$ cat src/rtl/operand_fetch_pkg.sv
// Shared types for operand_fetch: widths, FSM state codes, ID/EX register bundle
// and the operand select helper.
package operand_fetch_pkg;

  localparam int XLEN = 32;
  localparam int REGW = 5;

  // FSM state codes (RUN, BUBBLE)
  typedef logic [0:0] of_state_t;
  localparam of_state_t RUN    = 1'b0;
  localparam of_state_t BUBBLE = 1'b1;

  typedef struct packed {
    logic            valid;
    logic            reg_write;
    logic            mem_read;
    logic [REGW-1:0] rs1;
    logic [REGW-1:0] rs2;
    logic [REGW-1:0] rd;
    logic [XLEN-1:0] op1;
    logic [XLEN-1:0] op2;
  } idex_t;

  // x0 always reads zero regardless of regfile or writeback contents.
  function automatic logic [XLEN-1:0] select_operand(
    input logic [REGW-1:0] rs,
    input logic [XLEN-1:0] rf_data,
    input logic            wb_hit,
    input logic [XLEN-1:0] wb_data
  );
    if (rs == '0) return '0;
    if (wb_hit) return wb_data;
    return rf_data;
  endfunction

endpackage

$ cat src/rtl/operand_fetch_hazard_detect.sv
// Combinational hazard compare for operand_fetch: load-use against EX, plus the
// writeback/read collision when OPERAND_FETCH_WB_BYPASS_EN is not defined.
module operand_fetch_hazard_detect
  import operand_fetch_pkg::*;
(
  input  logic            id_valid,
  input  logic [REGW-1:0] id_rs1,
  input  logic [REGW-1:0] id_rs2,
  input  logic            id_use_rs1,
  input  logic            id_use_rs2,
  input  logic            ex_valid,
  input  logic            ex_mem_read,
  input  logic [REGW-1:0] ex_rd,
  input  logic            wb_reg_write,
  input  logic [REGW-1:0] wb_rd,
  output logic            wb_hit1,
  output logic            wb_hit2,
  output logic            hazard
);

  logic load_use;

  assign wb_hit1 = wb_reg_write && (wb_rd != '0) && (wb_rd == id_rs1);
  assign wb_hit2 = wb_reg_write && (wb_rd != '0) && (wb_rd == id_rs2);

  assign load_use = ex_valid && ex_mem_read && (ex_rd != '0) && id_valid &&
                    ((id_use_rs1 && (id_rs1 == ex_rd)) ||
                     (id_use_rs2 && (id_rs2 == ex_rd)));

`ifdef OPERAND_FETCH_WB_BYPASS_EN
  assign hazard = load_use;
`else
  // Without the bypass mux a same-cycle writeback would be missed, so wait a cycle.
  logic wb_hazard;
  assign wb_hazard = id_valid && ((id_use_rs1 && wb_hit1) || (id_use_rs2 && wb_hit2));
  assign hazard    = load_use || wb_hazard;
`endif

endmodule

$ cat src/rtl/operand_fetch.sv
// Decode-side operand fetch: regfile read, writeback bypass, load-use bubble and
// the ID/EX register. Optional feature macro: OPERAND_FETCH_WB_BYPASS_EN.
module operand_fetch
  import operand_fetch_pkg::*;
(
  input  logic            clk,
  input  logic            rst,
  input  logic            id_valid,
  input  logic [REGW-1:0] id_rs1,
  input  logic [REGW-1:0] id_rs2,
  input  logic [REGW-1:0] id_rd,
  input  logic            id_use_rs1,
  input  logic            id_use_rs2,
  input  logic            id_reg_write,
  input  logic            id_mem_read,
  output logic [REGW-1:0] rf_rs1,
  output logic [REGW-1:0] rf_rs2,
  input  logic [XLEN-1:0] rf_rd1,
  input  logic [XLEN-1:0] rf_rd2,
  input  logic            wb_reg_write,
  input  logic [REGW-1:0] wb_rd,
  input  logic [XLEN-1:0] wb_wd,
  input  logic            ex_stall,
  input  logic            flush,
  output logic            id_stall,
  output logic            ex_valid,
  output logic            ex_reg_write,
  output logic            ex_mem_read,
  output logic [REGW-1:0] ex_rs1,
  output logic [REGW-1:0] ex_rs2,
  output logic [REGW-1:0] ex_rd,
  output logic [XLEN-1:0] ex_op1,
  output logic [XLEN-1:0] ex_op2,
  output logic [0:0]      fsm_state
);

  // Handshake: decode presents an instruction while id_valid is high and it is
  // consumed on every cycle where id_stall is low; while id_stall is high decode
  // must hold all id_* inputs unchanged.

  idex_t           ex_q;
  of_state_t       state;
  logic            hazard;
  logic            take_bubble;
  logic            wb_hit1;
  logic            wb_hit2;
  logic [XLEN-1:0] op1;
  logic [XLEN-1:0] op2;

  assign rf_rs1 = id_rs1;
  assign rf_rs2 = id_rs2;

  operand_fetch_hazard_detect u_hazard (
    .id_valid     (id_valid),
    .id_rs1       (id_rs1),
    .id_rs2       (id_rs2),
    .id_use_rs1   (id_use_rs1),
    .id_use_rs2   (id_use_rs2),
    .ex_valid     (ex_q.valid),
    .ex_mem_read  (ex_q.mem_read),
    .ex_rd        (ex_q.rd),
    .wb_reg_write (wb_reg_write),
    .wb_rd        (wb_rd),
    .wb_hit1      (wb_hit1),
    .wb_hit2      (wb_hit2),
    .hazard       (hazard)
  );

`ifdef OPERAND_FETCH_WB_BYPASS_EN
  assign op1 = select_operand(id_rs1, rf_rd1, wb_hit1, wb_wd);
  assign op2 = select_operand(id_rs2, rf_rd2, wb_hit2, wb_wd);
`else
  logic unused_wb;
  assign unused_wb = ^{wb_wd, wb_hit1, wb_hit2};
  assign op1 = select_operand(id_rs1, rf_rd1, 1'b0, wb_wd);
  assign op2 = select_operand(id_rs2, rf_rd2, 1'b0, wb_wd);
`endif

  // A hazard is only acted on from RUN; BUBBLE lets the held instruction through.
  assign take_bubble = (state == RUN) && hazard;
  assign id_stall    = !rst && !flush && (ex_stall || take_bubble);

  always_ff @(posedge clk) begin
    if (rst) begin
      ex_q  <= '0;
      state <= RUN;
    end else if (flush) begin
      ex_q.valid     <= 1'b0;
      ex_q.reg_write <= 1'b0;
      ex_q.mem_read  <= 1'b0;
      state          <= RUN;
    end else if (ex_stall) begin
      ex_q  <= ex_q;
      state <= state;
    end else if (take_bubble) begin
      ex_q.valid     <= 1'b0;
      ex_q.reg_write <= 1'b0;
      ex_q.mem_read  <= 1'b0;
      state          <= BUBBLE;
    end else begin
      ex_q.valid     <= id_valid;
      ex_q.reg_write <= id_valid && id_reg_write;
      ex_q.mem_read  <= id_valid && id_mem_read;
      ex_q.rs1       <= id_rs1;
      ex_q.rs2       <= id_rs2;
      ex_q.rd        <= id_rd;
      ex_q.op1       <= op1;
      ex_q.op2       <= op2;
      state          <= RUN;
    end
  end

  assign ex_valid     = ex_q.valid;
  assign ex_reg_write = ex_q.reg_write;
  assign ex_mem_read  = ex_q.mem_read;
  assign ex_rs1       = ex_q.rs1;
  assign ex_rs2       = ex_q.rs2;
  assign ex_rd        = ex_q.rd;
  assign ex_op1       = ex_q.op1;
  assign ex_op2       = ex_q.op2;
  assign fsm_state    = state;

endmodule

$ cat config.mk
export PLATFORM = sky130hd
export DESIGN_NAME = operand_fetch
export DESIGN_NICKNAME = d
export VERILOG_FILES = /design/src/rtl/operand_fetch_pkg.sv /design/src/rtl/operand_fetch_hazard_detect.sv /design/src/rtl/operand_fetch.sv
export SDC_FILE = /design/constraint.sdc
export NUM_CORES = 1
export LEC_CHECK = 0
export BUFFER_PORTS_ARGS = -buffer_cell sky130_fd_sc_hd__buf_4
export CAP_MARGIN = 5
export CORE_MARGIN = 2
export CORE_UTILIZATION = 44
export DETAILED_ROUTE_END_ITERATION = 7
export GPL_TIMING_DRIVEN = 0
export HOLD_SLACK_MARGIN = 0.05
export PLACE_DENSITY = 0.8
export SKIP_LAST_GASP = 1
export SYNTH_ARGS = -nofsm -noshare
export SYNTH_HDL_FRONTEND = slang
export SYNTH_SLANG_ARGS = --single-unit
$ cat constraint.sdc
create_clock -name clk -period 2.1 [get_ports clk]
set_input_delay 0.525 -clock clk [delete_from_list [all_inputs] [get_ports clk]]
set_output_delay 0.525 -clock clk [all_outputs]
set_load 0.02 [all_outputs]
==> metrics.log, run 1 <==
INFO  metric finalNetCount = 744
INFO  metric rr_worst_depth = 9
INFO  metric antenna_cells = 0
INFO  metric first_global_vias = 3529
INFO  metric globalRouteOverflowTotal = 0
INFO  metric crit_path_end_kind = output pin
INFO  metric peak_fanout_along_the_critical_path = 5
INFO  metric dominantRegCellSynth = sky130_fd_sc_hd__dfxtp_1
INFO  metric synthCells = 413
INFO  metric std_cell_rows = 34
INFO  metric dpl.cell_count = 707
INFO  metric path_class = input port to output pin
INFO  metric fillCellCount = 713
INFO  metric design.core.area = 8680 um^2
INFO  metric tcrit_tclk_final = 1.04
INFO  metric min_period = 2.19 ns
INFO  metric pwr_density_cell = 629 nW/um^2
INFO  metric endpoint = id_stall
INFO  metric reg2reg_slack = 0.11 ns
INFO  metric number_of_antenna_violations_at_the_first_check_in_global_routing = 0
INFO  metric placement.io_buffers = 186
INFO  metric sequential_element_share_of_the_synthesized_area = 0.426
INFO  metric r2r_endpoint = ex_rs2[2]
INFO  metric power.leakage = 2.86 nW
INFO  metric avgViaCountPerCell = 4.78
INFO  metric grt_setup_unrepaired = yes
INFO  metric synth-edff-count = 0
INFO  metric startpoint = id_rs1[0]
INFO  metric whs = 0.392 ns
INFO  metric critical_path_required = 1.57 ns
INFO  metric hold_viol = 0
INFO  metric syn_area_per_cell = 9.44 um^2
INFO  metric setup.worst_path.start_class = input port
INFO  metric report.final.slew_viol_count = 0
INFO  metric number_of_clock_buffers_inserted_by_tritoncts = 9
INFO  metric placed_cell_area = 5430 um^2
INFO  metric postLayoutSetupSlackWorst = -0.0938 ns
INFO  metric clock_tree_from_tritoncts = built
INFO  metric grt_start_max_net_pins = 14
INFO  metric final_setup_fails = 1
INFO  metric maxSlewHeadroom = 0.684
INFO  metric routedWlPerCell = 14.4 um
INFO  metric design_area = 5780 um^2
INFO  metric worst_path_cell_chain = buf_4 -> xnor2_1 -> nand4_1 -> o22ai_2 -> a221oi_2 -> nor3_2 -> buf_4
INFO  metric gp_congestion = 0.897
INFO  metric post-dp-hpwl = 7920 um
INFO  metric clk_transition_reported_paths = 0.09 ns
INFO  metric grt_pass1_wl = 16900 um
INFO  metric route.detailed.drc = 0
INFO  metric yosys_warnings = 0
INFO  metric worst_pin_slew = 0.474 ns
INFO  metric postSynth.asyncResetShare = 0
INFO  metric floorplan.initialDensity = 0.449
INFO  metric drv_cap = 0
INFO  metric status = finished with violations
INFO  metric drt-total-wl = 10500 um
INFO  metric crit-reg2reg-launch = ex_rd[3]
INFO  metric drt_pre_antenna_iters = 4
INFO  metric vdd_ir_drop_max = 355 uV
INFO  metric worst_path_largest_cell_delay = 0.26 ns
INFO  metric grt_util_all_layers = 0.215
INFO  metric layout-drive-gt1-share = 0.394
INFO  metric failed_checks = setup timing
INFO  metric fp.dieH = 98.1 um
INFO  metric achievable-frequency = 0.456 GHz
INFO  metric holdBufCountCts = 0
INFO  metric routed-via-count = 3492
INFO  metric timing.clock.skew = 0.0124 ns
INFO  metric numClockSinks = 83
INFO  metric dieWidth = 98.1 um
INFO  metric signal_arrival_time_at_the_worst_endpoint = 1.67 ns
INFO  metric cts_root_buf = sky130_fd_sc_hd__clkbuf_8
INFO  metric crit_path_frequent_cell = sky130_fd_sc_hd__buf_4
INFO  metric layout.cells.non_filler = 730
INFO  metric layout-area-overhead-vs-synth = 48.2%
INFO  metric worst_hold_path_type = input port to flip-flop
INFO  metric clock_path_buffers = 2
INFO  metric initialDrtViolationCount = 96
INFO  metric pin_count = 220
INFO  metric drt.antenna.violating_nets = 0
INFO  metric crit_slowest_cell = sky130_fd_sc_hd__o22ai_2
INFO  metric syn_area = 3900 um^2
INFO  metric mappedNetlistNets = 539
INFO  metric die_area = 9630 um^2
INFO  metric synth.distinct_cells = 21
INFO  metric number_of_synthesized_register_bits = 83
INFO  metric design_power = 0.00363 W
INFO  metric cts_htree_levels = 3
INFO  metric pre_cts_setup_slack = -0.181 ns
INFO  metric clk_latency = 0.34 ns
kinds of logic (layout without fill, tap and decap cells):
group / Yosys count / in the layout / share of synthesized area
xor gates and xnor gates: 20 / 20 / 0.0449
buffers and inverters: 37 / 246 / 0.0616
and+or+nand+nor: 183 / 183 / 0.244
muxes: 79 / 79 / 0.203
DFF: 83 / 83 / 0.426
AOI/OAI and AO/OA: 11 / 11 / 0.0205
registers in the layout, summed over array words and instances, names as in the netlist:
register / flops
ex_mem_read: 1
ex_op1: 32
ex_op2: 32
ex_rd: 5
ex_reg_write: 1
ex_rs1: 5
ex_rs2: 5
ex_valid: 1
fsm_state: 1
metrics by stage:
step                      setup TNS, ns  utilization
final                           -0.0938        0.666
after global routing             -0.159        0.666
after CTS                        -0.103        0.663
after detailed placement          -6.38        0.626
after global placement            -6.02        0.626
after floorplan                       0            -
cell usage in the layout (no fill, tap or decap), drive strengths merged, types with 2 or more instances in the layout:
cell type  netlist  final
buf             19    213
nand2b          95     95
dfxtp           83     83
mux2i           79     79
nand2           69     69
clkbuf          17     28
xnor2           20     20
nor3             8      8
nand4            4      4
nor2             4      4
a21oi            4      4
o22ai            2      2
a32oi            2      2
clkinv           0      2
power breakdown:
part           internal, W  switching, W
logic             0.000413      0.000377
registers          0.00165     0.0000522
clock network     0.000577      0.000561
total              0.00264      0.000991
layout make-up:
type / count / area (um^2) / area share
Multi-Input combinational cell: 293 / 2070 / 0.359
Sequential cell: 83 / 1680 / 0.291
Timing Repair Buffer: 194 / 1460 / 0.252
Buffer: 36 / 238 / 0.0411
Clock buffer: 11 / 141 / 0.0245
Tap cell: 108 / 135 / 0.0234
Clock inverter: 4 / 51.3 / 0.00888
Inverter: 1 / 3.75 / 0.000650
worst max-delay path, delay by kind of cell:
kind,cells,cell delay [ns]
xor gates and xnor gates,1,0.17
AOI/OAI and AO/OA,2,0.37
and+or+nand+nor,2,0.29
buffers and inverters,2,0.31
how the worst min path moves through the flow:
stage,to,cells after the start,from,slack (ns)
2_1_floorplan,fsm_state,2,fsm_state,0.54
3_3_place_gp,ex_rs2[1],2,ex_rs2[1],0.46
3_5_place_dp,ex_rs1[2],2,ex_rs1[2],0.46
4_1_cts,ex_mem_read,2,flush,0.37
5_1_grt,ex_reg_write,2,flush,0.39
6_report,ex_mem_read,2,flush,0.39
repair_timing:
item                                    4_1_cts  5_1_grt
cloned                                        0        0
buffers inserted                              7        1
resized for setup                            19        3
endpoints found under the setup margin        1        1
pin swaps                                    10        5
synth_stat cells (all sizes together) (2+ instances only):
library cell / number / share of area
a21oi: 4 / 0.0051
nor3: 8 / 0.010
dfxtp: 83 / 0.43
nand4: 4 / 0.0064
nand2b: 95 / 0.15
buf: 19 / 0.044
o22ai: 2 / 0.0032
nor2: 4 / 0.0038
mux2i: 79 / 0.20
a32oi: 2 / 0.0045
nand2: 69 / 0.066
xnor2: 20 / 0.045
clkbuf: 17 / 0.016
per-layer routing:
layer,up-vias,track usage,wire (um)
met4,0,0.0843,259
met1,1598,0.257,4410
met2,133,0.379,5150
met3,22,0.0458,691
li1,1739,-,-
met5,-,0,0
Note: power is estimated with default switching activity, not from simulation.
==> run 2, diff against run 1 <==
--- a/config.mk
+++ b/config.mk
@@ -12,8 +12,9 @@
 export DETAILED_ROUTE_END_ITERATION = 7
 export GPL_TIMING_DRIVEN = 0
 export HOLD_SLACK_MARGIN = 0.05
-export PLACE_DENSITY = 0.8
+export PLACE_DENSITY = 0.81
 export SKIP_LAST_GASP = 1
+export SLEW_MARGIN = 10
 export SYNTH_ARGS = -nofsm -noshare
 export SYNTH_HDL_FRONTEND = slang
 export SYNTH_SLANG_ARGS = --single-unit
==> metrics.log, run 2 (synthesis results as in run 1) <==
INFO  metric drt-total-wl = 10900 um
INFO  metric fp.dieH = 98.1 um
INFO  metric grt_util_all_layers = 0.214
INFO  metric setup.worst_path.start_class = flip-flop
INFO  metric tcrit_tclk_final = 1.09
INFO  metric clock_path_buffers = 2
INFO  metric pin_count = 220
INFO  metric status = finished with violations
INFO  metric hold_viol = 0
INFO  metric avgViaCountPerCell = 4.91
INFO  metric min_period = 2.29 ns
INFO  metric first_global_vias = 3576
INFO  metric power.leakage = 2.86 nW
INFO  metric critical_path_required = 1.57 ns
INFO  metric grt_pass1_wl = 16800 um
INFO  metric drt.antenna.violating_nets = 0
INFO  metric cts_htree_levels = 3
INFO  metric p_clk_frac = 0.300
INFO  metric post-dp-hpwl = 8110 um
INFO  metric vdd_ir_drop_max = 478 uV
INFO  metric cts_root_buf = sky130_fd_sc_hd__clkbuf_8
INFO  metric gp_congestion = 0.879
INFO  metric netSwitchingFraction = 0.291
INFO  metric number_of_clock_buffers_inserted_by_tritoncts = 9
INFO  metric seq_power_share = 0.476
INFO  metric path_class = flip-flop to output pin
INFO  metric postLayoutSetupSlackWorst = -0.189 ns
INFO  metric signal_arrival_time_at_the_worst_endpoint = 1.76 ns
INFO  metric dpl.cell_count = 707
INFO  metric antenna_cells = 0
INFO  metric floorplan.initialDensity = 0.449
INFO  metric pwr_density_cell = 618 nW/um^2
INFO  metric report.final.slew_viol_count = 0
INFO  metric switchingPower = 0.00104 W
INFO  metric grt_setup_unrepaired = yes
INFO  metric placement.io_buffers = 186
INFO  metric final_common_cell = sky130_fd_sc_hd__buf_4
INFO  metric whs = 0.403 ns
INFO  metric globalRouteOverflowTotal = 0
INFO  metric layout-drive-gt1-share = 0.397
INFO  metric route.detailed.drc = 0
INFO  metric cell_internal_pwr = 0.00254 W
INFO  metric timing.clock.skew = 0.0164 ns
INFO  metric clock_tree_from_tritoncts = built
INFO  metric peak_fanout_along_the_critical_path = 5
INFO  metric routedWlPerCell = 14.9 um
INFO  metric layout-area-overhead-vs-synth = 48.8%
INFO  metric clk_latency = 0.35 ns
INFO  metric routed-via-count = 3591
INFO  metric achievable-frequency = 0.437 GHz
INFO  metric comb_power_share = 0.224
INFO  metric design.core.area = 8680 um^2
INFO  metric drv_cap = 0
INFO  metric die_area = 9630 um^2
INFO  metric initialDrtViolationCount = 93
INFO  metric finalNetCount = 745
INFO  metric worst_hold_path_type = input port to flip-flop
INFO  metric grt_start_max_net_pins = 16
INFO  metric layout_common_cells = sky130_fd_sc_hd__buf_4, sky130_fd_sc_hd__nand2b_1, sky130_fd_sc_hd__mux2i_1
INFO  metric std_cell_rows = 34
INFO  metric layout.cells.non_filler = 732
INFO  metric drt_pre_antenna_iters = 6
INFO  metric clk_transition_reported_paths = 0.09 ns
INFO  metric numClockSinks = 83
INFO  metric crit_path_end_kind = output pin
INFO  metric holdBufCountCts = 0
INFO  metric maxSlewHeadroom = 0.681
INFO  metric number_of_antenna_violations_at_the_first_check_in_global_routing = 0
INFO  metric failed_checks = setup timing
INFO  metric pre_cts_setup_slack = -0.206 ns
INFO  metric fin_tns_setup = -0.189 ns
INFO  metric worst_pin_slew = 0.478 ns
INFO  metric dieWidth = 98.1 um
INFO  metric reg2reg_slack = 0.08 ns
INFO  metric final_setup_fails = 1
run 2: cell type report:
class	instances	area, um^2
fillers	710	2880
repair buffers	195	1480
clock inverters	6	47.5
multi-input cells	293	2070
well taps	108	135
flip-flops and latches	83	1680
plain buffers	36	250
clock buffers	10	138
inverters	1	3.75
run 2: per-layer routing:
| metal | vias up | GRT usage | part of all wire |
|---|---|---|---|
| met1 | 1686 | 0.249 | 0.40 |
| met3 | 18 | 0.0465 | 0.062 |
| met5 | - | 0 | 0 |
| met2 | 133 | 0.382 | 0.52 |
| met4 | 0 | 0.0854 | 0.023 |
| li1 | 1754 | - | - |
run 2: stage by stage:
step / cell area (um^2) / util / total power (W)
4_1_cts: 5670 / 0.654 / 0.00359
5_1_grt: 5800 / 0.669 / 0.00375
3_5_place_dp: 5430 / 0.626 / 0.00251
3_3_place_gp: 5430 / 0.626 / 0.00249
6_report: 5800 / 0.669 / 0.00359
2_1_floorplan: 3900 / - / 0.00214
run 2: timing repair:
item | CTS | global route
pin swaps | 2 | 8
gates cloned | 0 | 1
buffers inserted | 4 | 5
resized for setup | 11 | 13
setup endpoints to repair | 5 | 12
run 2: power groups by stage:
stage	combinational (W)	sequential, W	clock (W)
floorplan	0.000308	0.00183	0
global placement	0.000750	0.00174	0
detailed placement	0.000766	0.00174	0
CTS	0.000778	0.00170	0.00111
global route	0.000858	0.00172	0.00118
finish	0.000802	0.00171	0.00108
run 2: path summary, 6_finish.rpt:
path               from            to  cells past startpoint
max            ex_rd[3]      id_stall                      6
min               flush  ex_reg_write                      2
max reg2reg    ex_rd[2]     ex_rs1[2]                      9
min reg2reg  ex_op1[30]    ex_op1[30]                      2
run 2: critical path, stage by stage, from the launching register on:
cell and delay [ns]:
sky130_fd_sc_hd__dfxtp_2 0.37, sky130_fd_sc_hd__xnor2_1 0.20, sky130_fd_sc_hd__nand4_1 0.14, sky130_fd_sc_hd__o22ai_2 0.19, sky130_fd_sc_hd__a221oi_2 0.12, sky130_fd_sc_hd__nor3_2 0.23, sky130_fd_sc_hd__buf_4 0.17
